`config.mk`:
```
export PLATFORM = sky130hd
export DESIGN_NAME = mem_arbiter
export DESIGN_NICKNAME = d
export VERILOG_FILES = /design/src/rtl/mem_arbiter.sv
export SDC_FILE = /design/constraint.sdc
export NUM_CORES = 1
export LEC_CHECK = 0
export CAP_MARGIN = 20
export CORE_AREA = 2 2 118 143
export CTS_CLUSTER_SIZE = 14
export DETAILED_ROUTE_END_ITERATION = 8
export DIE_AREA = 0 0 120 145
export PLACE_DENSITY_LB_ADDON = 0.1
export SLEW_MARGIN = 40
export SYNTH_ARGS = -nofsm -noshare
export SYNTH_HDL_FRONTEND = slang
export SYNTH_SLANG_ARGS = --single-unit
```
`constraint.sdc`:
```
create_clock -name clk -period 2.5 [get_ports clk]
set_input_delay 0.5 -clock clk [delete_from_list [all_inputs] [get_ports clk]]
set_output_delay 0.5 -clock clk [all_outputs]
set_load 0.005 [all_outputs]
```
`src/rtl/mem_arbiter.sv`:
```
// mem_arbiter: two-client (IFU, LSU) arbiter in front of a single data-memory
// port. One transaction in flight at a time; round-robin between the clients
// when both request together. Illegal LSU accesses are answered locally with
// an error, and a stalled memory is answered with an error after
// TIMEOUT_CYCLES cycles spent waiting for the completion.
//
// Ports:
//   clk, rst                 clock, synchronous active-high reset
//   ifu_req_valid/ready      IFU fetch handshake, ifu_addr = fetch address
//   ifu_resp_valid           one-cycle IFU response pulse
//   lsu_req_valid/ready      LSU handshake with lsu_addr/wen/memop/wdata
//   lsu_resp_valid           one-cycle LSU response pulse
//   resp_rdata, resp_err     response payload, held until the next response
//   mem_req_valid/ready      downstream request handshake
//   mem_addr/wen/memop/wdata downstream request fields (stable while valid)
//   mem_resp_valid, mem_rdata downstream completion and load data
module mem_arbiter #(
  parameter int unsigned TIMEOUT_CYCLES = 255
) (
  input  logic        clk,
  input  logic        rst,
  input  logic        ifu_req_valid,
  output logic        ifu_req_ready,
  input  logic [31:0] ifu_addr,
  output logic        ifu_resp_valid,
  input  logic        lsu_req_valid,
  output logic        lsu_req_ready,
  input  logic [31:0] lsu_addr,
  input  logic        lsu_wen,
  input  logic [2:0]  lsu_memop,
  input  logic [31:0] lsu_wdata,
  output logic        lsu_resp_valid,
  output logic [31:0] resp_rdata,
  output logic        resp_err,
  output logic        mem_req_valid,
  input  logic        mem_req_ready,
  output logic [31:0] mem_addr,
  output logic        mem_wen,
  output logic [2:0]  mem_memop,
  output logic [31:0] mem_wdata,
  input  logic        mem_resp_valid,
  input  logic [31:0] mem_rdata
);

  typedef enum logic [1:0] {IDLE, ISSUE, WAIT, RESP} state_t;

  localparam logic [15:0] WAIT_LAST = 16'(TIMEOUT_CYCLES - 1);

  state_t      state, state_nxt;
  logic        last_lsu;   // 1: LSU was the most recent grantee
  logic        owner_lsu;  // grantee of the transaction in flight
  logic [31:0] addr_q, wdata_q, rdata_q;
  logic        wen_q, err_q;
  logic [2:0]  memop_q;
  logic [15:0] wait_cnt;
  logic        grant_lsu, accept, lsu_illegal, wait_expired;

  // Grant choice, meaningful only while some request is valid in IDLE.
  always_comb begin
    grant_lsu = lsu_req_valid;
    if (ifu_req_valid && lsu_req_valid) grant_lsu = ~last_lsu;
  end

  assign accept       = (state == IDLE) && !rst && (ifu_req_valid || lsu_req_valid);
  assign wait_expired = (wait_cnt == WAIT_LAST);

  // Halfwords may sit at any offset except one crossing the word boundary;
  // unsigned variants are load-only.
  always_comb begin
    lsu_illegal = 1'b1;
    case (lsu_memop)
      3'b000:  lsu_illegal = 1'b0;
      3'b001:  lsu_illegal = (lsu_addr[1:0] == 2'b11);
      3'b010:  lsu_illegal = (lsu_addr[1:0] != 2'b00);
      3'b100:  lsu_illegal = lsu_wen;
      3'b101:  lsu_illegal = lsu_wen || (lsu_addr[1:0] == 2'b11);
      default: lsu_illegal = 1'b1;
    endcase
  end

  // State and datapath registers.
  always_ff @(posedge clk) begin
    if (rst) begin
      state     <= IDLE;
      last_lsu  <= 1'b0;
      owner_lsu <= 1'b0;
      addr_q    <= '0;
      wdata_q   <= '0;
      wen_q     <= 1'b0;
      memop_q   <= '0;
      wait_cnt  <= '0;
      rdata_q   <= '0;
      err_q     <= 1'b0;
    end else begin
      state <= state_nxt;
      case (state)
        IDLE: if (accept) begin
          owner_lsu <= grant_lsu;
          wait_cnt  <= '0;
          if (grant_lsu) begin
            addr_q  <= lsu_addr;
            wen_q   <= lsu_wen;
            memop_q <= lsu_memop;
            wdata_q <= lsu_wdata;
            if (lsu_illegal) begin
              rdata_q <= '0;
              err_q   <= 1'b1;
            end
          end else begin
            addr_q  <= ifu_addr;
            wen_q   <= 1'b0;
            memop_q <= 3'b010;
            wdata_q <= '0;
          end
        end
        ISSUE: wait_cnt <= '0;
        WAIT: begin
          if (mem_resp_valid) begin
            rdata_q <= wen_q ? '0 : mem_rdata;
            err_q   <= 1'b0;
          end else if (wait_expired) begin
            rdata_q <= '0;
            err_q   <= 1'b1;
          end else begin
            wait_cnt <= wait_cnt + 16'd1;
          end
        end
        RESP: last_lsu <= owner_lsu;
        default: ;
      endcase
    end
  end

  // Next-state logic.
  always_comb begin
    state_nxt = state;
    case (state)
      IDLE:    if (accept) state_nxt = (grant_lsu && lsu_illegal) ? RESP : ISSUE;
      ISSUE:   if (mem_req_ready) state_nxt = WAIT;
      WAIT:    if (mem_resp_valid || wait_expired) state_nxt = RESP;
      RESP:    state_nxt = IDLE;
      default: state_nxt = IDLE;
    endcase
  end

  // Outputs; handshake/pulse outputs are forced low while rst is asserted.
  always_comb begin
    ifu_req_ready  = accept && !grant_lsu;
    lsu_req_ready  = accept && grant_lsu;
    mem_req_valid  = (state == ISSUE) && !rst;
    ifu_resp_valid = (state == RESP) && !rst && !owner_lsu;
    lsu_resp_valid = (state == RESP) && !rst && owner_lsu;
    mem_addr       = addr_q;
    mem_wen        = wen_q;
    mem_memop      = memop_q;
    mem_wdata      = wdata_q;
    resp_rdata     = rdata_q;
    resp_err       = err_q;
  end

endmodule

```
==> metrics.csv <==
metric,value,unit
status,"complete, no violations",
cts_tree,built,
clk_pin_slew,0.05,ns
p_int,5.18,mW
die_h,145,um
p_comb_share,32.3,%
area_growth,71.9,%
vias,4384,
clk_path_buf_depth,2,
grt_first_pass_wirelength,23900,um
p_switching,2.13,mW
dieArea,17400,um^2
initial_core_util,29.7,%
synth-simple-area-share,10.3,%
cp_max_fo,4,
antenna_found_initial,0,
finalSetupViolations,0,
synth-edff-count,0,
ys_types,47,
clkSinkCount,121,
final_common_cell,clkdlybuf4s50_1,
tightest_slew,0.394,ns
yosys_register_bits,121,
syn_area,4760,um^2
cts_hold_buf,0,
synthCells,450,
cp_slowest_cell,dfxtp_1,
layout.nets,847,
ios,244,
drtIter0Drc,215,
clk_latency,0.42,ns
ys_seq_area_share,50.9,%
switching_share,29.2,%
syn_avg_cell_area,10.6,um^2
worstHoldPathType,flop to flop,
skew,0.0142,ns
slowest_delay,0.33,ns
clock.fmax,431,MHz
clkPwrFrac,34.5,%
post-route-period-util,92.9,%
first_pass_iters,4,
wl,15000,um
synth_xor_area_share,1.84,%
vias_per_cell,4.73,
cts_buffers,17,
hold_violations,0,
core,16000,um^2
place.gp.congestion,0.760,
htree_levels,4,
final_cell_mix,"240 x clkdlybuf4s50_1, 121 x dfxtp_1, 66 x a22o_1",
root_buffer,clkbuf_16,
worst_ir_drop_vdd,559,uV
power_frac_seq,33.2,%
grt_overflow_total,0,
drc,0,
p_total,7.31,mW
power.leakage,3.12,nW
dp_slack,-0.126,ns
crit_top_cell,buf_4,
maxSlewViolCount,0,
fin_tns_setup,0,ns
cts_setup_buffers,0,
slew_headroom,73.5,%
drive_gt1_share,10.3,%
layout_setup_ws,0.178,ns
ant_nets,0,
yosys_warnings,0,
synth_fa_ha_area_share,1.84,%
fin_crit,2.32,ns
synthMuxAreaShare,7.15,%
rsz0062_at_grt,false,
port_buffers,243,
n_antenna_cell,0,
cts_resized,2,
critPathCaptureType,output pin,
final_util,51.1,%
grt_pass1_vias,4525,
synth_compound_area_share,24.3,%
synth_nets,595,
row_count,51,
dp.final_hpwl,11200,um
async_reset_ff_share,0,%
synthFlopType,dfxtp_1,
synth_top_family_by_area,compound AO/OA/AOI/OAI gates,
required,2.00,ns
fp.dieW,120,um
crit_path_cell_trace,inv_1 > ha_1 > o21ai_0 > buf_4 > buf_4 > nor3_1 > dlygate4sd2_1,
crit_type,flop to output pin,
grt_util_all_layers,17.6,%
wire_per_inst,16.2,um
max_cap_viol_count,0,
cp.arrival,1.82,ns
startpoint_type,flop,
power_density,893,nW/um^2
grt_max_degree,52,
==> synthesized netlist by cell type, types with 2 or more instances <==
cell	count	share of area, %
o31ai_1	2	0.32
o21ai_0	2	0.21
inv_1	4	0.32
a21oi_1	12	1.3
nand4_1	2	0.26
clkbuf_1	13	1.0
nand3b_1	2	0.32
buf_2	14	1.5
or3_1	2	0.26
xnor2_1	10	1.8
nor2_1	48	3.8
dfxtp_1	121	51
mux2i_1	34	7.2
nor3_1	3	0.32
ha_1	7	1.8
a2111oi_2	3	0.95
a211oi_1	41	6.5
or4_1	2	0.32
and3_1	2	0.26
or2_2	2	0.26
and4_1	3	0.55
nand2b_1	2	0.26
nand2_1	11	0.87
nand3_1	8	0.84
a21o_1	3	0.47
a22o_1	66	12
buf_1	9	0.71
nor2b_1	3	0.39
==> power by group through the flow <==
stage / registers (mW) / clock network (mW) / logic, mW
CTS: 2.43 / 2.59 / 2.40
global placement: 2.45 / 0 / 2.37
floorplan: 2.47 / 0 / 1.07
finish: 2.42 / 2.52 / 2.36
detailed placement: 2.46 / 0 / 2.39
global route: 2.47 / 2.67 / 2.60
==> flip-flops by register name, summed over array words and instances, names as in the netlist, 2 cells and up <==
register    flops
mem_memop       3
mem_wdata      32
resp_rdata     32
mem_addr       32
state           2
wait_cnt       16
==> critical path, delay by kind of cell, from the launching register on <==
| kind | cells | cell delay (ns) |
|---|---|---|
| buffers and inverters | 4 | 0.70 |
| DFF | 1 | 0.33 |
| adders and majority gates | 1 | 0.19 |
| and+or+nand+nor | 1 | 0.12 |
| AOI/OAI and AO/OA | 1 | 0.08 |
==> logic make-up after synthesis <==
group | after synthesis
buffers and inverters | 41
AOI/OAI and AO/OA | 140
adders and majority gates | 7
DFF | 121
and+or+nand+nor | 97
xor gates and xnor gates | 10
muxes | 34
==> final cells by class <==
cell class              count  area, um^2
multi-input cells         288        2190
inverters                   4        15.0
well taps                 212         265
clock buffers              21         470
fillers                  1494        7830
repair buffers            270        2680
clock inverters            11         145
flip-flops and latches    121        2420
==> metrics by stage <==
step | instance area, um^2 | hold WS, ns | instances
after global placement | 7570 | 0.454 | 895
after CTS | 8180 | 0.467 | 927
after detailed placement | 7570 | 0.455 | 895
final | 8180 | 0.460 | 927
after global routing | 8180 | 0.482 | 927
after floorplan | 4760 | 0.448 | 450
==> layer usage <==
metal / part of all wire, % / vias to the layer above / GRT usage [%]
met5: 0 / - / 0
met4: 2.0 / 0 / 6.76
met3: 7.9 / 20 / 7.15
met2: 52 / 142 / 30.9
met1: 38 / 2034 / 18.5
li1: - / 2188 / -
==> final timing paths <==
| kind | start | to | slack (ns) | cells after the start |
|---|---|---|---|---|
| worst max-delay path | state[0]$_SDFFE_PP0P_ | ifu_req_ready | 0.18 | 7 |
| worst min-delay path | mem_memop[0]$_SDFFE_PP0P_ | mem_memop[0]$_SDFFE_PP0P_ | 0.46 | 2 |
| worst max register to register | state[0]$_SDFFE_PP0P_ | wait_cnt[15]$_SDFFE_PP0P_ | 0.34 | 7 |
| worst min register to register | mem_memop[0]$_SDFFE_PP0P_ | mem_memop[0]$_SDFFE_PP0P_ | 0.46 | 2 |
Note: power is estimated with default switching activity, not from simulation.
